`config.mk`:
```
export PLATFORM = sky130hd
export DESIGN_NAME = mcycle_control_flat
export DESIGN_NICKNAME = d
export VERILOG_FILES = /design/src/rtl/mcu_pkg.sv /design/src/rtl/mcycle_control_if.sv /design/src/rtl/mcu_decode.sv /design/src/rtl/mcycle_control.sv /design/src/flat_wrapper.sv
export SDC_FILE = /design/constraint.sdc
export NUM_CORES = 1
export LEC_CHECK = 0
export ABC_AREA = 1
export CAP_MARGIN = 0
export CORE_MARGIN = 4
export CORE_UTILIZATION = 45
export DETAILED_ROUTE_END_ITERATION = 10
export DONT_BUFFER_PORTS = 1
export GPL_TIMING_DRIVEN = 0
export SLEW_MARGIN = 30
export SYNTH_ARGS = -nofsm -noshare
export SYNTH_HDL_FRONTEND = slang
export SYNTH_SLANG_ARGS = --single-unit
```
`constraint.sdc`:
```
create_clock -name clk -period 1.65 [get_ports clk]
set_clock_uncertainty 0.15 [all_clocks]
set_input_delay 0.0825 -clock clk [delete_from_list [all_inputs] [get_ports clk]]
set_output_delay 0.0825 -clock clk [all_outputs]
set_load 0.01 [all_outputs]
```
`src/rtl/mcu_pkg.sv`:
```
// Shared types and encodings for the multi-cycle MIPS control unit.
package mcu_pkg;

  typedef enum logic [2:0] {
    ST_FETCH,
    ST_DECODE,
    ST_EXECUTE,
    ST_MEM,
    ST_WB,
    ST_FAULT
  } state_t;

  // Instruction classes that drive the state sequence after DECODE.
  typedef enum logic [2:0] {
    CL_ALU,     // R-type and CLO/CLZ: EXECUTE -> WB
    CL_LOAD,    // EXECUTE -> MEM -> WB
    CL_STORE,   // EXECUTE -> MEM
    CL_BRANCH,  // EXECUTE only
    CL_JUMP     // EXECUTE only
  } iclass_t;

  localparam int unsigned FNC_W = 5;

  localparam logic [5:0] OP_RTYPE    = 6'b000000;
  localparam logic [5:0] OP_SPECIAL2 = 6'b011100;
  localparam logic [5:0] OP_J        = 6'b000010;
  localparam logic [5:0] OP_BEQ      = 6'b000100;
  localparam logic [5:0] OP_BLEZ     = 6'b000110;
  localparam logic [5:0] OP_BGTZ     = 6'b000111;
  localparam logic [5:0] OP_LB       = 6'b100000;
  localparam logic [5:0] OP_LH       = 6'b100001;
  localparam logic [5:0] OP_LW       = 6'b100011;
  localparam logic [5:0] OP_LHU      = 6'b100101;
  localparam logic [5:0] OP_SB       = 6'b101000;
  localparam logic [5:0] OP_SH       = 6'b101001;
  localparam logic [5:0] OP_SW       = 6'b101011;

  localparam logic [FNC_W-1:0] FNC_RTYPE = 5'b00000;
  localparam logic [FNC_W-1:0] FNC_CLZ   = 5'b00001;
  localparam logic [FNC_W-1:0] FNC_LW    = 5'b01000;
  localparam logic [FNC_W-1:0] FNC_LHU   = 5'b01001;
  localparam logic [FNC_W-1:0] FNC_LB    = 5'b01010;
  localparam logic [FNC_W-1:0] FNC_LH    = 5'b01011;
  localparam logic [FNC_W-1:0] FNC_SW    = 5'b01101;
  localparam logic [FNC_W-1:0] FNC_SH    = 5'b01110;
  localparam logic [FNC_W-1:0] FNC_SB    = 5'b01111;
  localparam logic [FNC_W-1:0] FNC_BEQ   = 5'b10000;
  localparam logic [FNC_W-1:0] FNC_BGTZ  = 5'b10101;
  localparam logic [FNC_W-1:0] FNC_BLEZ  = 5'b10110;
  localparam logic [FNC_W-1:0] FNC_J     = 5'b00000;

endpackage

```
`src/rtl/mcycle_control_if.sv`:
```
// Control-unit <-> datapath/RAM signal bundle.
interface mcycle_control_if #(
  parameter int unsigned ALU_FNC_W = 5,
  parameter int unsigned HILO_W    = 2
);

  logic [5:0]           opcode;
  logic                 MOC;
  logic                 reg_dst;
  logic                 mem_to_reg;
  logic                 alu_src;
  logic                 reg_write;
  logic                 jump;
  logic                 branch;
  logic                 MOV;
  logic [ALU_FNC_W-1:0] alu_fnc;
  logic [HILO_W-1:0]    HILO;
  logic                 RAMEnable;
  logic                 RW;
  logic                 ir_load;
  logic                 pc_write;
  logic                 busy;
  logic                 illegal;
  logic                 fault;

  modport master (
    input  opcode, MOC,
    output reg_dst, mem_to_reg, alu_src, reg_write, jump, branch, MOV,
           alu_fnc, HILO, RAMEnable, RW, ir_load, pc_write, busy, illegal, fault
  );

  modport slave (
    output opcode, MOC,
    input  reg_dst, mem_to_reg, alu_src, reg_write, jump, branch, MOV,
           alu_fnc, HILO, RAMEnable, RW, ir_load, pc_write, busy, illegal, fault
  );

endinterface

```
`src/rtl/mcu_decode.sv`:
```
// Combinational opcode lookup: instruction class, ALU function, ALU source, legality.
module mcu_decode
  import mcu_pkg::*;
(
  input  logic [5:0]       op,
  output iclass_t          iclass,
  output logic [FNC_W-1:0] fnc,
  output logic             alu_src,
  output logic             legal
);

  // Table lookup; anything not listed is undecodable.
  always_comb begin
    iclass  = CL_ALU;
    fnc     = '0;
    alu_src = 1'b1;
    legal   = 1'b1;
    case (op)
      OP_RTYPE:    begin iclass = CL_ALU;    fnc = FNC_RTYPE; alu_src = 1'b0; end
      OP_SPECIAL2: begin iclass = CL_ALU;    fnc = FNC_CLZ;   alu_src = 1'b0; end
      OP_LW:       begin iclass = CL_LOAD;   fnc = FNC_LW;   end
      OP_LHU:      begin iclass = CL_LOAD;   fnc = FNC_LHU;  end
      OP_LB:       begin iclass = CL_LOAD;   fnc = FNC_LB;   end
      OP_LH:       begin iclass = CL_LOAD;   fnc = FNC_LH;   end
      OP_SW:       begin iclass = CL_STORE;  fnc = FNC_SW;   end
      OP_SH:       begin iclass = CL_STORE;  fnc = FNC_SH;   end
      OP_SB:       begin iclass = CL_STORE;  fnc = FNC_SB;   end
      OP_BEQ:      begin iclass = CL_BRANCH; fnc = FNC_BEQ;  end
      OP_BGTZ:     begin iclass = CL_BRANCH; fnc = FNC_BGTZ; end
      OP_BLEZ:     begin iclass = CL_BRANCH; fnc = FNC_BLEZ; end
      OP_J:        begin iclass = CL_JUMP;   fnc = FNC_J;    end
      default:     begin legal = 1'b0; alu_src = 1'b0; end
    endcase
  end

endmodule

```
`src/rtl/mcycle_control.sv`:
```
// Multi-cycle MIPS control FSM: FETCH/DECODE/EXECUTE/MEM/WB with a bounded
// RAMEnable/MOC handshake and a sticky FAULT state on MOC timeout.
module mcycle_control
  import mcu_pkg::*;
#(
  parameter int unsigned ALU_FNC_W   = 5,
  parameter int unsigned MOC_TIMEOUT = 16,
  parameter int unsigned HILO_W      = 2
) (
  input logic              clk,
  input logic              reset,
  mcycle_control_if.master bus
);

  localparam int unsigned      CW       = $clog2(MOC_TIMEOUT);
  localparam logic [CW-1:0]    CNT_LAST = CW'(MOC_TIMEOUT - 1);

  state_t           state;
  logic [5:0]       op_q;
  logic [CW-1:0]    wait_cnt;

  logic [5:0]       dec_op;
  iclass_t          dec_class;
  logic [FNC_W-1:0] dec_fnc;
  logic             dec_alu_src;
  logic             dec_legal;

  // DECODE judges the live opcode (the register captures it only at the end
  // of DECODE); every later state works from the latched copy.
  assign dec_op = (state == ST_DECODE) ? bus.opcode : op_q;

  mcu_decode u_decode (
    .op      (dec_op),
    .iclass  (dec_class),
    .fnc     (dec_fnc),
    .alu_src (dec_alu_src),
    .legal   (dec_legal)
  );

  // State sequencing, opcode latch and MOC wait counter.
  // The counter only moves while a memory state waits and is cleared on the
  // completing edge, so it is already zero on every entry to FETCH or MEM.
  always_ff @(posedge clk) begin
    if (reset) begin
      state    <= ST_FETCH;
      op_q     <= '0;
      wait_cnt <= '0;
    end else begin
      case (state)
        ST_FETCH, ST_MEM: begin
          if (bus.MOC) begin
            wait_cnt <= '0;
            if (state == ST_FETCH)
              state <= ST_DECODE;
            else if (dec_class == CL_LOAD)
              state <= ST_WB;
            else
              state <= ST_FETCH;
          end else if (wait_cnt == CNT_LAST) begin
            state <= ST_FAULT;
          end else begin
            wait_cnt <= wait_cnt + 1'b1;
          end
        end
        ST_DECODE: begin
          op_q  <= bus.opcode;
          state <= dec_legal ? ST_EXECUTE : ST_FETCH;
        end
        ST_EXECUTE: begin
          case (dec_class)
            CL_LOAD, CL_STORE: state <= ST_MEM;
            CL_ALU:            state <= ST_WB;
            default:           state <= ST_FETCH;
          endcase
        end
        ST_WB:    state <= ST_FETCH;
        ST_FAULT: state <= ST_FAULT;
        default:  state <= ST_FETCH;
      endcase
    end
  end

  // Output decode from state and latched opcode; everything held low in reset.
  // The fetch pulses are qualified with MOC so they fire only on the completing cycle.
  always_comb begin
    bus.reg_dst    = 1'b0;
    bus.mem_to_reg = 1'b0;
    bus.alu_src    = 1'b0;
    bus.reg_write  = 1'b0;
    bus.jump       = 1'b0;
    bus.branch     = 1'b0;
    bus.MOV        = 1'b0;
    bus.alu_fnc    = '0;
    bus.HILO       = {HILO_W{1'b0}};
    bus.RAMEnable  = 1'b0;
    bus.RW         = 1'b0;
    bus.ir_load    = 1'b0;
    bus.pc_write   = 1'b0;
    bus.busy       = 1'b0;
    bus.illegal    = 1'b0;
    bus.fault      = 1'b0;
    if (!reset) begin
      case (state)
        ST_FETCH: begin
          bus.RAMEnable = 1'b1;
          bus.RW        = 1'b1;
          bus.ir_load   = bus.MOC;
          bus.pc_write  = bus.MOC;
        end
        ST_DECODE: begin
          bus.busy    = 1'b1;
          bus.illegal = ~dec_legal;
        end
        ST_EXECUTE: begin
          bus.busy     = 1'b1;
          bus.alu_src  = dec_alu_src;
          bus.alu_fnc  = ALU_FNC_W'(dec_fnc);
          bus.jump     = (dec_class == CL_JUMP);
          bus.branch   = (dec_class == CL_BRANCH);
          bus.pc_write = (dec_class == CL_JUMP) || (dec_class == CL_BRANCH);
        end
        ST_MEM: begin
          bus.busy      = 1'b1;
          bus.RAMEnable = 1'b1;
          bus.RW        = (dec_class == CL_LOAD);
        end
        ST_WB: begin
          bus.busy       = 1'b1;
          bus.reg_write  = 1'b1;
          bus.mem_to_reg = (dec_class == CL_LOAD);
          bus.reg_dst    = (dec_class == CL_ALU);
        end
        ST_FAULT: bus.fault = 1'b1;
        default: ;
      endcase
    end
  end

endmodule

```
`src/flat_wrapper.sv`:
```
// flat-port wrapper written by rule: the top's interface ports become plain ports
module mcycle_control_flat import mcu_pkg::*;
#(
  parameter int unsigned ALU_FNC_W   = 5,
  parameter int unsigned MOC_TIMEOUT = 16,
  parameter int unsigned HILO_W      = 2
)
  (clk, reset, bus_opcode, bus_MOC, bus_reg_dst, bus_mem_to_reg, bus_alu_src, bus_reg_write, bus_jump, bus_branch, bus_MOV, bus_alu_fnc, bus_HILO, bus_RAMEnable, bus_RW, bus_ir_load, bus_pc_write, bus_busy, bus_illegal, bus_fault);
  mcycle_control_if #(.ALU_FNC_W(ALU_FNC_W), .HILO_W(HILO_W)) bus_i ();
  input logic clk;
  input logic reset;
  input wire logic [$bits(bus_i.opcode)-1:0] bus_opcode;
  input wire logic [$bits(bus_i.MOC)-1:0] bus_MOC;
  output wire logic [$bits(bus_i.reg_dst)-1:0] bus_reg_dst;
  output wire logic [$bits(bus_i.mem_to_reg)-1:0] bus_mem_to_reg;
  output wire logic [$bits(bus_i.alu_src)-1:0] bus_alu_src;
  output wire logic [$bits(bus_i.reg_write)-1:0] bus_reg_write;
  output wire logic [$bits(bus_i.jump)-1:0] bus_jump;
  output wire logic [$bits(bus_i.branch)-1:0] bus_branch;
  output wire logic [$bits(bus_i.MOV)-1:0] bus_MOV;
  output wire logic [$bits(bus_i.alu_fnc)-1:0] bus_alu_fnc;
  output wire logic [$bits(bus_i.HILO)-1:0] bus_HILO;
  output wire logic [$bits(bus_i.RAMEnable)-1:0] bus_RAMEnable;
  output wire logic [$bits(bus_i.RW)-1:0] bus_RW;
  output wire logic [$bits(bus_i.ir_load)-1:0] bus_ir_load;
  output wire logic [$bits(bus_i.pc_write)-1:0] bus_pc_write;
  output wire logic [$bits(bus_i.busy)-1:0] bus_busy;
  output wire logic [$bits(bus_i.illegal)-1:0] bus_illegal;
  output wire logic [$bits(bus_i.fault)-1:0] bus_fault;
  assign bus_i.opcode = bus_opcode;
  assign bus_i.MOC = bus_MOC;
  assign bus_reg_dst = bus_i.reg_dst;
  assign bus_mem_to_reg = bus_i.mem_to_reg;
  assign bus_alu_src = bus_i.alu_src;
  assign bus_reg_write = bus_i.reg_write;
  assign bus_jump = bus_i.jump;
  assign bus_branch = bus_i.branch;
  assign bus_MOV = bus_i.MOV;
  assign bus_alu_fnc = bus_i.alu_fnc;
  assign bus_HILO = bus_i.HILO;
  assign bus_RAMEnable = bus_i.RAMEnable;
  assign bus_RW = bus_i.RW;
  assign bus_ir_load = bus_i.ir_load;
  assign bus_pc_write = bus_i.pc_write;
  assign bus_busy = bus_i.busy;
  assign bus_illegal = bus_i.illegal;
  assign bus_fault = bus_i.fault;
  mcycle_control #(.ALU_FNC_W(ALU_FNC_W), .MOC_TIMEOUT(MOC_TIMEOUT), .HILO_W(HILO_W)) u_core (.clk(clk), .reset(reset), .bus(bus_i));
endmodule
```
Yosys cells after proc, flatten, opt, wreduce, memory -nomap -nowiden
Cells that the tools add are included.
{ "classes": {"n_addsub": 1, "mul": 0, "n_div": 0, "n_lt_le_gt_ge": 0, "eq_ne": 24, "n_shift": 0, "muxes": 42, "bitwise": 1, "n_reduce_logical": 13} }
{ "ops": {"columns": ["operator", "count"], "rows": [
  ["$pmux 5 s11", 1],
  ["$eq 6x6->1 const B", 7],
  ["$mux 1", 26],
  ["$pmux 3 s4", 2],
  ["$eq 6x3->1 const B", 3],
  ["$reduce_or 13->1", 1],
  ["$eq 3x2->1 const B", 4],
  ["$mux 3", 4],
  ["$reduce_or 11->1", 1],
  ["$mux 5", 2],
  ["$eq 3x3->1 const B", 3],
  ["$mux 4", 2],
  ["$reduce_or 4->1", 2],
  ["$eq 3x1->1 const B", 2],
  ["$eq 6x2->1 const B", 1],
  ["$eq 6x5->1 const B", 1],
  ["$logic_not 3->1", 2],
  ["$logic_not 6->1", 1],
  ["$mux 6", 1],
  ["$pmux 3 s2", 1],
  ["$reduce_or 3->1", 2],
  ["$add 4x1->4 const B", 1],
  ["$eq 4x4->1 const B", 1],
  ["$pmux 1 s2", 2],
  ["7 further kinds", 8]
]} }
{ "totals": {"register_bits": 13, "latchBits": 0, "ramBits": 0, "rom_bits": 0, "in_bits": 9, "out_inout_bits": 21, "word_cells": 84, "mem_count": 0} }

Longest topological paths before layout
Gate-level depths: netlist of run 1.
{ "logic_depth": {"ltp_word": 10, "depth_mapped": 15} }

Hierarchy
From an unflattened synthesis of run 1, not the netlist that was laid out.
{ "unflattened": {"cells_unflattened": 211, "hier_area_um2": 1196.1} }
{ "by_module_without_submodules": {"columns": ["module", "n_inst", "cells_per_inst", "area_each_um2"], "rows": [
  ["mcycle_control", 1, 151, 929.6],
  ["mcu_decode", 1, 60, 266.5]
]} }

Worst setup path after synthesis of run 1
Ideal clock, no wire load.
{ "synth_path": {"kind": "reg-to-output", "start": "register u_core.state[2]", "end": "output bus_alu_src", "arrival_time_ns": 1.563, "slack_ns": -0.146, "path_stages_with_launch": 13, "path_buffers": 1, "cell_sequence": "dfxtp_1 -> inv_4 -> nand3_4 -> buf_6 -> nand2_2 -> nand2_2 -> nor2_4 -> nand3_1 -> nand2_2 -> inv_2 -> nand2_4 -> nor2_2 -> nor3_1"} }
{ "synth_between": {"elab_chain_len": 7, "word_cells_on_any_way": 18, "cone_classes": "13 x eq/ne; 4 x mux; 1 x reduce/logical"} }
{ "synth_rtl": {"columns": ["element", "line_no", "text"], "rows": [
  ["from (decl)", "mcycle_control.sv:18", "state_t state;"],
  ["from (signal assigned)", "mcycle_control.sv:67", "state <= dec_legal ? ST_EXECUTE : ST_FETCH;"],
  ["$eq 3x1->1", "mcycle_control.sv:30", "assign dec_op = (state == ST_DECODE) ? bus.opcode : op_q;"],
  ["$mux 6", null, null],
  ["$eq 6x2->1, or another cell as far along", "mcu_decode.sv:18", "case (op)"],
  ["$reduce_or 11->1 (no line)", null, null],
  ["$mux 1", "mcu_decode.sv:18", null],
  ["$mux 1 (*)", "mcycle_control.sv:103", "case (state)"],
  ["$mux 1 (*)", "mcycle_control.sv:102", "if (!reset) begin"],
  ["to (decl)", "flat_wrapper.sv:16", "output wire logic [$bits(bus_i.alu_src)-1:0] bus_alu_src;"]
]} }
Every way passes the cells marked *; elsewhere a longest branch is shown, timed or not.

Worst setup path after layout of run 1
{ "layout_path": {"start": "register u_core.state[1]", "end": "output bus_RW"} }
{ "layout_between": {"elab_chain_len": 8, "word_cells_on_any_way": 22, "cone_classes": "14 x eq/ne; 4 x mux; 4 x reduce/logical"} }
{ "layout_rtl": {"columns": ["element", "line_no", "text"], "rows": [
  ["$eq 3x1->1", "mcycle_control.sv:30", null],
  ["$mux 6", null, null],
  ["$eq 6x6->1 or $eq 6x3->1 (tied branches)", "mcu_decode.sv:18", null],
  ["$reduce_or 4->1 (no line) or $reduce_or 3->1 (tied branches)", null, null],
  ["$pmux 3 s4", "mcu_decode.sv:18", null],
  ["$eq 3x1->1", "mcycle_control.sv:125", "bus.RW = (dec_class == CL_LOAD);"],
  ["$pmux 1 s2 (*)", "mcycle_control.sv:103", null],
  ["$mux 1 (*)", "mcycle_control.sv:102", null],
  ["to (decl)", "flat_wrapper.sv:24", "output wire logic [$bits(bus_i.RW)-1:0] bus_RW;"]
]} }
Marked as above.

==> impl_metrics.env, run 1 <==
export IMPL_period_needed_ps=2230
export IMPL_via_count=1463
export IMPL_ff2ff_path_depth=15
export IMPL_final_cell_mix="31 x buf_4, 20 x inv_1, 17 x nand2_4, 15 x nor2_4, 15 x nand2_1"
export IMPL_core_rowCount=17
export IMPL_violations="negative hold slack, negative setup slack"
export IMPL_dpl_hpwl_um=2250
export IMPL_areaGrowthSynthToFinish_pct=75.6
export IMPL_worst_pin_slew_ps=942
export IMPL_p_leak_nw=0.842
export IMPL_arrival_ps=1990
export IMPL_antenna_cells=0
export IMPL_post_route_cell_area_sq_um=1990
export IMPL_grt_overflow=0
export IMPL_nets=237
export IMPL_die_w_um=58.2
export IMPL_slew_headroom_pct=37.2
export IMPL_whs_path_depth=3
export IMPL_crit_fanout=5
export IMPL_grt_pass1_wl_um=5760
export IMPL_p_sw_mw=2.56
export IMPL_drtPass1Iterations=4
export IMPL_ys_seq_elements=13
export IMPL_hold_end="u_core.op_q[4]$_SDFF_PP0_"
export IMPL_hold_viol_final=2
export IMPL_viasPerCell=5.76
export IMPL_yosysSeqAreaShare_pct=23.0
export IMPL_power_density_nw_per_um2=2430
export IMPL_hp_class="primary input to flop"
export IMPL_synth_cell_types=31
export IMPL_wirelength_um=4570
export IMPL_max_freq_mhz=449
export IMPL_p_sw_share_pct=53.0
export IMPL_post_route_period_util_pct=135
export IMPL_crit_type="flop to output port"
export IMPL_root_buffer="clkbuf_4"
export IMPL_tns_ps=-7960
export IMPL_start_util_pct=49.3
export IMPL_die_h_um=58.2
export IMPL_worst_hold_slack_ps=-72.7
export IMPL_cts_htree_levels=1
export IMPL_p_comb_share_pct=84.2
export IMPL_finalWorstSetupSlack_ps=-577
export IMPL_final_common_cell="buf_4"
export IMPL_rsz0062_at_grt="yes"
export IMPL_syn_area_sq_um=1130
export IMPL_port_buffers=0
export IMPL_syn_instance_count=182
export IMPL_placed_area_sq_um=1240
export IMPL_status="finished with violations"
export IMPL_cp_data_required_time_ps=1420
export IMPL_cts_tree="yes"
export IMPL_clockBufferDepth=2
export IMPL_rrSetupSlack_ps=-510
export IMPL_antenna_found_initial=0
export IMPL_ctsHoldBuffers=2
export IMPL_crit_path_start_kind="flop"
export IMPL_power_share_clock_pct=4.2
export IMPL_pin_count=30
export IMPL_grt_pass1_vias=1336
export IMPL_yosysWarnings=0
export IMPL_vdd_drop_max_mv=1.65
export IMPL_drv_cap=0
export IMPL_avgSynthCellArea_sq_um=6.23
export IMPL_ant_nets=0
export IMPL_seqPwrFrac_pct=11.5
export IMPL_wl_per_cell_um=18.0
export IMPL_drc_errors=0
export IMPL_cts_reportedPaths_clkPinSlew_ps=80
export IMPL_r2r_start="u_core.state[2]$_SDFFE_PP0P_"
export IMPL_hold_start="bus_opcode[4]"
export IMPL_numCtsBuffers=3
export IMPL_dieArea_sq_um=3390
export IMPL_layout_drive_gt1_share_pct=60.6
export IMPL_post_route_util_pct=86.7
export IMPL_core_region_area_sq_um=2300
export IMPL_grt_max_degree=11
export IMPL_grt_usage_pct=21.6
export IMPL_maxSlewViolCount=0
export IMPL_internal_power_mw=2.27
export IMPL_cts_sinks=13
export IMPL_setup_viol=18
export IMPL_gp_congestion=0.820
export IMPL_rr_endpoint="u_core.state[1]$_SDFFE_PP0P_"
export IMPL_drt_iter0_markers=135
export IMPL_endpoint_kind="output port"
export IMPL_clock_latency_ps=280
[per-layer routing]
layer	vias up	GRT usage (%)	wire [um]
li1	669	-	-
met1	686	24.7	1730
met2	81	38.7	2330
met3	27	4.01	300
met4	0	9.60	214
met5	-	0	0
[worst max-delay path, stage by stage, from the launching register on]
cell	delay, ps
dfxtp_4	380
inv_6	80
nand3_4	130
buf_8	170
nand2_2	80
nand2_4	70
nor2_4	170
nand3_2	140
nand2_4	120
inv_6	50
nor2_4	130
nor2_2	50
nor2_2	150
[timing repair]
action,in CTS,in global routing
buffers inserted,24,12
gates cloned,1,0
setup endpoints to repair,20,23
pin swaps,35,40
endpoints found under the hold margin,11,2
gates resized for setup,46,57
[synth_stat cells]
cell type / n / area, sq um
nand2_1: 31 / 116
inv_1: 26 / 97.6
nor2_1: 26 / 97.6
nand3_1: 18 / 90.1
dfxtp_1: 13 / 260
nand2_2: 11 / 68.8
nor3_1: 7 / 35.0
o21ai_0: 6 / 30.0
buf_4: 4 / 30.0
inv_2: 4 / 15.0
nand4_1: 4 / 25.0
nor2_2: 4 / 25.0
nand2_4: 3 / 33.8
nand3_2: 3 / 30.0
a211oi_1: 2 / 15.0
a21oi_1: 2 / 10.0
clkbuf_1: 2 / 7.51
nor2_4: 2 / 22.5
o211ai_1: 2 / 15.0
a21boi_1: 1 / 7.51
a21o_1: 1 / 7.51
a221oi_1: 1 / 8.76
a22oi_1: 1 / 7.51
a311oi_1: 1 / 8.76
buf_6: 1 / 11.3
conb_1: 1 / 3.75
ha_1: 1 / 12.5
inv_4: 1 / 6.26
nand3_4: 1 / 17.5
o21ai_2: 1 / 8.76
xor2_1: 1 / 8.76
[layout make-up]
class / instances / area, sq um
flip-flops and latches: 13 / 272
well taps: 28 / 35.0
fillers: 109 / 307
inverters: 31 / 139
plain buffers: 6 / 45.0
clock buffers: 4 / 26.3
repair buffers: 39 / 369
multi-input cells: 133 / 1100
[registers in the layout (all words and copies together), names as in the netlist]
name             cells
u_core.op_q          6
u_core.state         3
u_core.wait_cnt      4
[worst max path at each step]
stage | end | slack [ps] | depth (start not counted) | startpoint
floorplan | u_core.state[1]$_SDFFE_PP0P_ | -20 | 14 | u_core.state[0]$_SDFFE_PP0P_
global placement | u_core.state[0]$_SDFFE_PP0P_ | -250 | 13 | u_core.state[0]$_SDFFE_PP0P_
detailed placement | u_core.state[0]$_SDFFE_PP0P_ | -280 | 13 | u_core.state[0]$_SDFFE_PP0P_
CTS | bus_alu_src | -500 | 12 | u_core.state[2]$_SDFFE_PP0P_
global route | bus_RW | -650 | 12 | u_core.state[2]$_SDFFE_PP0P_
finish | bus_RW | -580 | 12 | u_core.state[1]$_SDFFE_PP0P_
[through the flow]
| step | hold WS [ps] | cells | power [mW] | setup WS [ps] |
|---|---|---|---|---|
| after global placement | 104 | 212 | 2.40 | -246 |
| after CTS | -70.5 | 243 | 3.72 | -499 |
| after global routing | -67.2 | 254 | 5.10 | -651 |
| final | -72.7 | 254 | 4.84 | -577 |
| after detailed placement | 108 | 212 | 2.43 | -277 |
| after floorplan | 85.4 | 184 | 2.11 | -22.7 |
[power groups by stage]
stage          logic [mW]  registers, mW  clock network (mW)
5_1_grt              4.32          0.564               0.220
2_1_floorplan        1.61          0.499                   0
3_3_place_gp         1.89          0.511                   0
3_5_place_dp         1.91          0.515                   0
6_report             4.08          0.557               0.205
4_1_cts              3.00          0.510               0.207
[kinds of logic after synthesis]
| family | synth area share [%] |
|---|---|
| other | 0.331 |
| adders and majority gates | 1.10 |
| AOI/OAI and AO/OA | 10.5 |
| and+or+nand+nor | 49.6 |
| DFF | 23.0 |
| buffers and inverters | 14.8 |
| xor gates and xnor gates | 0.773 |
(Power assumes the default switching activity.)
==> run 2: changes to the inputs <==
Clock period 1.65 ns to 2.5 ns, I/O delays scaled along.
==> run 2 against run 1 <==
The flow now finishes without violations. Via count is 18% lower. Sequential power is 41% lower. Non-clock buffer count is 34 lower. Worst setup slack better by 750 ps. Clock power is 31% lower. First-iteration DRC count is 64% lower. Register-to-register slack better by 1000 ps. Count of clock-buffer cells in the layout stayed put. Flip-flop and latch count stayed put. Critical path depth is 1 lower. Critical path type unchanged. Largest cell class unchanged.
==> impl_metrics.env, run 2 (same netlist as run 1, synthesis figures left out) <==
export IMPL_cts_reportedPaths_clkPinSlew_ps=100
export IMPL_tns_ps=0
export IMPL_slowest_delay_ps=320
export IMPL_grt_overflow=0
export IMPL_rsz0062_at_grt="no"
export IMPL_pin_count=30
export IMPL_crit_fanout=8
export IMPL_top_regs="u_core.op_q: 6 flops, u_core.wait_cnt: 4 flops, u_core.state: 3 flops"
export IMPL_p_sw_mw=0.997
export IMPL_cp_cell_sequence="buf_4, nand2_2, nor2_4, nand2_1, nand2_1, nand2_1, inv_1, nand3_1, nand4_1, o211ai_1, inv_1"
export IMPL_nets=203
export IMPL_start_util_pct=49.3
export IMPL_seqPwrFrac_pct=19.2
export IMPL_period_needed_ps=2330
export IMPL_layout_drive_gt1_share_pct=22.4
export IMPL_wirelength_um=2920
export IMPL_grt_pass1_vias=1050
export IMPL_cp_endpoint="bus_alu_fnc[0]"
export IMPL_core_rowCount=17
export IMPL_root_buffer="clkbuf_4"
export IMPL_grt_max_degree=11
export IMPL_r2r_start="u_core.state[0]$_SDFFE_PP0P_"
export IMPL_power_share_clock_pct=8.3
export IMPL_power_density_nw_per_um2=1330
export IMPL_vdd_drop_max_mv=0.637
export IMPL_ff2ff_path_depth=15
export IMPL_internal_power_mw=0.716
export IMPL_cts_htree_levels=1
export IMPL_drtPass1Iterations=4
export IMPL_die_w_um=58.2
export IMPL_p_comb_share_pct=72.5
export IMPL_cp_data_required_time_ps=2230
export IMPL_grt_pass1_wl_um=4630
export IMPL_path_common_cell="nand2_1"
export IMPL_largest_reg_flops=6
export IMPL_status="complete, no violations"
export IMPL_clockBufferDepth=2
export IMPL_rrSetupSlack_ps=500
export IMPL_numCtsBuffers=3
export IMPL_drv_cap=0
export IMPL_max_freq_mhz=429
export IMPL_core_region_area_sq_um=2300
export IMPL_endpoint_kind="output port"
export IMPL_dp_cells=212
export IMPL_post_route_period_util_pct=93.2
export IMPL_cts_tree="yes"
export IMPL_ant_nets=0
export IMPL_maxSlewViolCount=0
export IMPL_wl_per_cell_um=13.3
export IMPL_largest_register="u_core.op_q"
export IMPL_drt_iter0_markers=48
export IMPL_clock_latency_ps=280
export IMPL_final_common_cell="nand2_1"
export IMPL_hp_class="primary input to flop"
export IMPL_p_sw_share_pct=58.2
export IMPL_gp_congestion=0.860
export IMPL_via_count=1202
export IMPL_dpl_hpwl_um=2260
export IMPL_areaGrowthSynthToFinish_pct=13.5
export IMPL_worst_hold_slack_ps=6.03
export IMPL_antenna_cells=0
export IMPL_crit_start="u_core.state[0]$_SDFFE_PP0P_"
export IMPL_cts_setup_buffers=0
export IMPL_die_h_um=58.2
export IMPL_arrival_ps=2050
export IMPL_viasPerCell=5.46
export IMPL_post_route_util_pct=56.0
export IMPL_rr_endpoint="u_core.state[1]$_SDFFE_PP0P_"
export IMPL_setup_viol=0
export IMPL_slowest_stage="dfxtp_1"
export IMPL_dieArea_sq_um=3390
export IMPL_worst_pin_slew_ps=804
export IMPL_final_cell_mix="31 x nand2_1, 26 x inv_1, 26 x nor2_1, 18 x nand3_1, 12 x dfxtp_1"
export IMPL_grt_usage_pct=17.3
export IMPL_drc_errors=0
export IMPL_antenna_found_initial=0
export IMPL_final_cells=220
export IMPL_p_leak_nw=0.599
export IMPL_slew_headroom_pct=46.0
export IMPL_crit_type="flop to output port"
export IMPL_port_buffers=0
export IMPL_cts_sinks=13
export IMPL_hold_viol_final=0
export IMPL_crit_path_start_kind="flop"
[run 2: worst max-delay path: cells and delay by family (launching register included)]
family / cells / cell delay (ps)
buffers and inverters: 3 / 430
and+or+nand+nor: 7 / 920
AOI/OAI and AO/OA: 1 / 90
DFF: 1 / 320
[run 2: repair_timing]
action	4_1_cts	5_1_grt
resized for setup	1	7
endpoints found under the hold margin	7	0
endpoints found under the setup margin	1	8
hold buffers	4	0
pin swaps	0	1
[run 2: metrics by stage]
stage               power (mW)  setup WS [ps]  instance area [sq um]
floorplan                 1.30            662                   1140
global placement          1.48            313                   1180
detailed placement        1.51            324                   1180
CTS                       1.66           56.0                   1250
global route              1.86           10.8                   1290
finish                    1.71            170                   1290
[run 2: how the worst min path moves through the flow]
stage,startpoint,endpoint,slack [ps],depth (start not counted)
after global routing,bus_opcode[0],u_core.op_q[0]$_SDFF_PP0_,50,4
after detailed placement,bus_opcode[4],u_core.op_q[4]$_SDFF_PP0_,150,2
after global placement,bus_opcode[4],u_core.op_q[4]$_SDFF_PP0_,140,2
after floorplan,bus_opcode[4],u_core.op_q[4]$_SDFF_PP0_,130,2
final,bus_opcode[0],u_core.op_q[0]$_SDFF_PP0_,6,4
after CTS,bus_opcode[0],u_core.op_q[0]$_SDFF_PP0_,7,4
[run 2: power groups by stage]
stage          clock (mW)  sequential [mW]  combinational, mW
3_3_place_gp            0            0.326               1.15
4_1_cts             0.146            0.323               1.19
5_1_grt             0.151            0.338               1.37
2_1_floorplan           0            0.318              0.979
6_report            0.142            0.329               1.24
3_5_place_dp            0            0.328               1.18
[run 2: cell type report]
type | instances | area, sq um
fill | 247 | 1010
timing repair buffer | 4 | 40.0
multi-input combinational | 133 | 756
sequential | 13 | 262
clock buffer | 4 | 26.3
tap | 28 | 35.0
inverter | 31 | 119
buffer | 7 | 48.8
[run 2: routing by layer]
layer | routed length [um] | vias to the layer above | GRT usage, %
li1 | - | 600 | -
met1 | 1330 | 549 | 23.8
met2 | 1330 | 49 | 27.7
met3 | 239 | 4 | 3.56
met4 | 23 | 0 | 3.97
met5 | 0 | - | 0
==> run 3: changes to the inputs <==
Settings changed: ABC_AREA 1 to not set.
==> run 3 against run 2 <==
Highest routed layer unchanged. The flow now finishes with violations (negative setup slack). Critical endpoint unchanged. Worst setup slack got worse by 230 ps. Largest power group unchanged. Clock power fell by 7%. Sequential power fell by 14%.
==> impl_metrics.env, run 3 <==
export IMPL_status="finished with violations"
export IMPL_violations="negative setup slack"
export IMPL_nets=211
export IMPL_seqPwrFrac_pct=27.0
export IMPL_viasPerCell=6.46
export IMPL_drt_iter0_markers=92
export IMPL_grt_overflow=0
export IMPL_cts_htree_levels=1
export IMPL_ys_seq_elements=13
export IMPL_layout_drive_gt1_share_pct=23.0
export IMPL_final_cell_mix="20 x nor2_1, 12 x nand2_1, 10 x dfxtp_1, 8 x o21ai_0, 8 x a21oi_1"
export IMPL_rsz0062_at_grt="yes"
export IMPL_cts_sinks=13
export IMPL_areaGrowthSynthToFinish_pct=24.1
export IMPL_via_count=1492
export IMPL_rr_endpoint="u_core.state[2]$_SDFFE_PP0P_"
export IMPL_p_leak_nw=0.582
export IMPL_finalWorstSetupSlack_ps=-61.6
export IMPL_dieArea_sq_um=3900
export IMPL_nFillCells=257
export IMPL_wirelength_um=4110
export IMPL_die_h_um=62.4
export IMPL_cp_data_required_time_ps=2230
export IMPL_endpoint_kind="output port"
export IMPL_synthTopCellsByArea="dfxtp_1 20%, mux2i_1 6.0%, nor2_1 5.6%"
export IMPL_max_freq_mhz=390
export IMPL_synth_flop_cell="dfxtp_1"
export IMPL_hp_class="primary input to flop"
export IMPL_port_buffers=0
export IMPL_clockBufferDepth=2
export IMPL_dpl_hpwl_um=2900
export IMPL_top_regs="u_core.op_q: 6 flops, u_core.wait_cnt: 4 flops, u_core.state: 3 flops"
export IMPL_crit_start="u_core.state[0]$_SDFFE_PP0P_"
export IMPL_root_buffer="clkbuf_4"
export IMPL_worst_pin_slew_ps=714
export IMPL_r2r_start="u_core.state[0]$_SDFFE_PP0P_"
export IMPL_vdd_drop_max_mv=0.509
export IMPL_hold_end="u_core.op_q[3]$_SDFF_PP0_"
export IMPL_tns_ps=-87.0
export IMPL_crit_fanout=6
export IMPL_ant_nets=0
export IMPL_grt_pass1_vias=1417
export IMPL_yosysWarnings=0
export IMPL_start_util_pct=47.9
export IMPL_crit_type="flop to output port"
export IMPL_avgSynthCellArea_sq_um=7.24
export IMPL_yosysSeqAreaShare_pct=19.5
export IMPL_syn_instance_count=184
export IMPL_netlist_area_leader_share_pct=19.5
export IMPL_die_w_um=62.4
export IMPL_antenna_cells=0
export IMPL_period_needed_ps=2560
export IMPL_antenna_found_initial=0
export IMPL_grt_usage_pct=20.6
export IMPL_synth_cell_types=50
export IMPL_clock_latency_ps=270
export IMPL_synth_edf_count=0
export IMPL_maxSlewViolCount=0
export IMPL_gp_congestion=0.902
export IMPL_post_route_util_pct=59.5
export IMPL_grt_pass1_wl_um=6820
export IMPL_synth_area_leader_cell="dfxtp_1"
export IMPL_internal_power_mw=0.567
export IMPL_power_density_nw_per_um2=635
export IMPL_largest_reg_flops=6
export IMPL_numCtsBuffers=3
export IMPL_hold_start="bus_opcode[3]"
export IMPL_post_route_period_util_pct=102
export IMPL_largest_register="u_core.op_q"
export IMPL_p_sw_share_pct=46.0
export IMPL_synthArstFlopShare_pct=0
export IMPL_pin_count=30
export IMPL_cts_tree="yes"
export IMPL_setup_viol=2
export IMPL_power_total_mw=1.05
export IMPL_synth_most_common_cell="nor2_1"
export IMPL_whs_path_depth=3
export IMPL_rrSetupSlack_ps=360
export IMPL_drtPass1Iterations=4
export IMPL_arrival_ps=2290
export IMPL_drv_cap=0
export IMPL_final_common_cell="nor2_1"
export IMPL_slew_headroom_pct=52.0
export IMPL_ff2ff_path_depth=6
export IMPL_drc_errors=0
export IMPL_synth_common_cells="20 x nor2_1, 13 x a21oi_1, 13 x dfxtp_1"
export IMPL_crit_path_start_kind="flop"
export IMPL_cts_reportedPaths_clkPinSlew_ps=90
export IMPL_p_sw_mw=0.483
export IMPL_power_share_clock_pct=12.6
export IMPL_core_region_area_sq_um=2780
export IMPL_p_comb_share_pct=60.4
export IMPL_grt_max_degree=11
export IMPL_syn_area_sq_um=1330
export IMPL_hold_viol_final=0
export IMPL_wl_per_cell_um=17.8
export IMPL_core_rowCount=19
run 3: cell types whose count changed after synthesis, moves of 6 or more:
cell,change
nand3_1,-11
nand2_2,-11
and3_1,+6
a21oi_1,+11
a31oi_1,+6
inv_1,-20
nand2b_1,+6
nor2_1,-6
mux2i_1,+8
nand2_1,-19
run 3: power groups by stage:
stage / registers, mW / clock network, mW / logic (mW)
after floorplan: 0.266 / 0 / 0.393
after global placement: 0.276 / 0 / 0.477
after detailed placement: 0.276 / 0 / 0.480
after CTS: 0.277 / 0.137 / 0.525
after global routing: 0.289 / 0.151 / 0.689
final: 0.283 / 0.132 / 0.635
run 3: stage by stage:
| stage | setup WS, ps | hold WS, ps | std cells | area (sq um) |
|---|---|---|---|---|
| after CTS | -77.8 | 85.0 | 228 | 1510 |
| final | -61.6 | 87.4 | 231 | 1650 |
| after detailed placement | 24.3 | 172 | 217 | 1380 |
| after global routing | -187 | 121 | 231 | 1650 |
| after floorplan | 406 | 156 | 186 | 1340 |
| after global placement | -2.99 | 166 | 217 | 1380 |
run 3: per-layer routing:
layer | vias to the layer above | GRT usage (%) | routed length [um]
met5 | - | 0 | 0
met3 | 15 | 2.88 | 246
met2 | 75 | 33.5 | 1980
met4 | 0 | 11.7 | 142
met1 | 679 | 25.7 | 1740
li1 | 723 | - | -
run 3: worst max path at each step:
stage,to,cells after the start
2_1_floorplan,bus_alu_fnc[0],6
3_3_place_gp,bus_alu_fnc[0],5
3_5_place_dp,bus_alu_fnc[0],5
4_1_cts,bus_alu_fnc[1],6
5_1_grt,bus_alu_fnc[0],6
6_report,bus_alu_fnc[0],6
run 3: layout make-up:
cell class              count  area (sq um)  area share (%)
multi-input cells         154          1130            68.4
flip-flops and latches     13           267            16.1
repair buffers             10          91.3            5.52
plain buffers              13          76.3            4.61
well taps                  31          38.8            2.34
clock buffers               3          22.5            1.36
inverters                   6          22.5            1.36
clock inverters             1          5.00           0.303
run 3: worst max-delay path, cell delays in order (launching register included):
cell and delay [ps]:
dfxtp_2 360, nor3b_4 500, mux2i_4 410, buf_6 130
o211a_1 140, o211ai_1 130, a211oi_2 330
run 3: cell families (layout without fill, tap and decap cells):
group / count (synthesis) / after routing / synth area share [%]
other: 1 / 3 / 0.281
XOR/XNOR: 1 / 1 / 0.657
multiplexers: 12 / 12 / 9.67
adder cells (fa/ha/maj): 1 / 1 / 0.939
flip-flops: 13 / 13 / 19.5
buffers and inverters: 19 / 33 / 6.67
AND/OR/NAND/NOR: 85 / 85 / 36.1
AO/OA/AOI/OAI: 52 / 52 / 26.2
run 3: timing repair:
| action | CTS | global route |
|---|---|---|
| resized for setup | 13 | 22 |
| hold buffers | 5 | 0 |
| setup buffers | 2 | 3 |
| endpoints found under the hold margin | 8 | 0 |
| setup endpoints to repair | 7 | 7 |
| pin swaps | 4 | 6 |
| cloned | 0 | 0 |
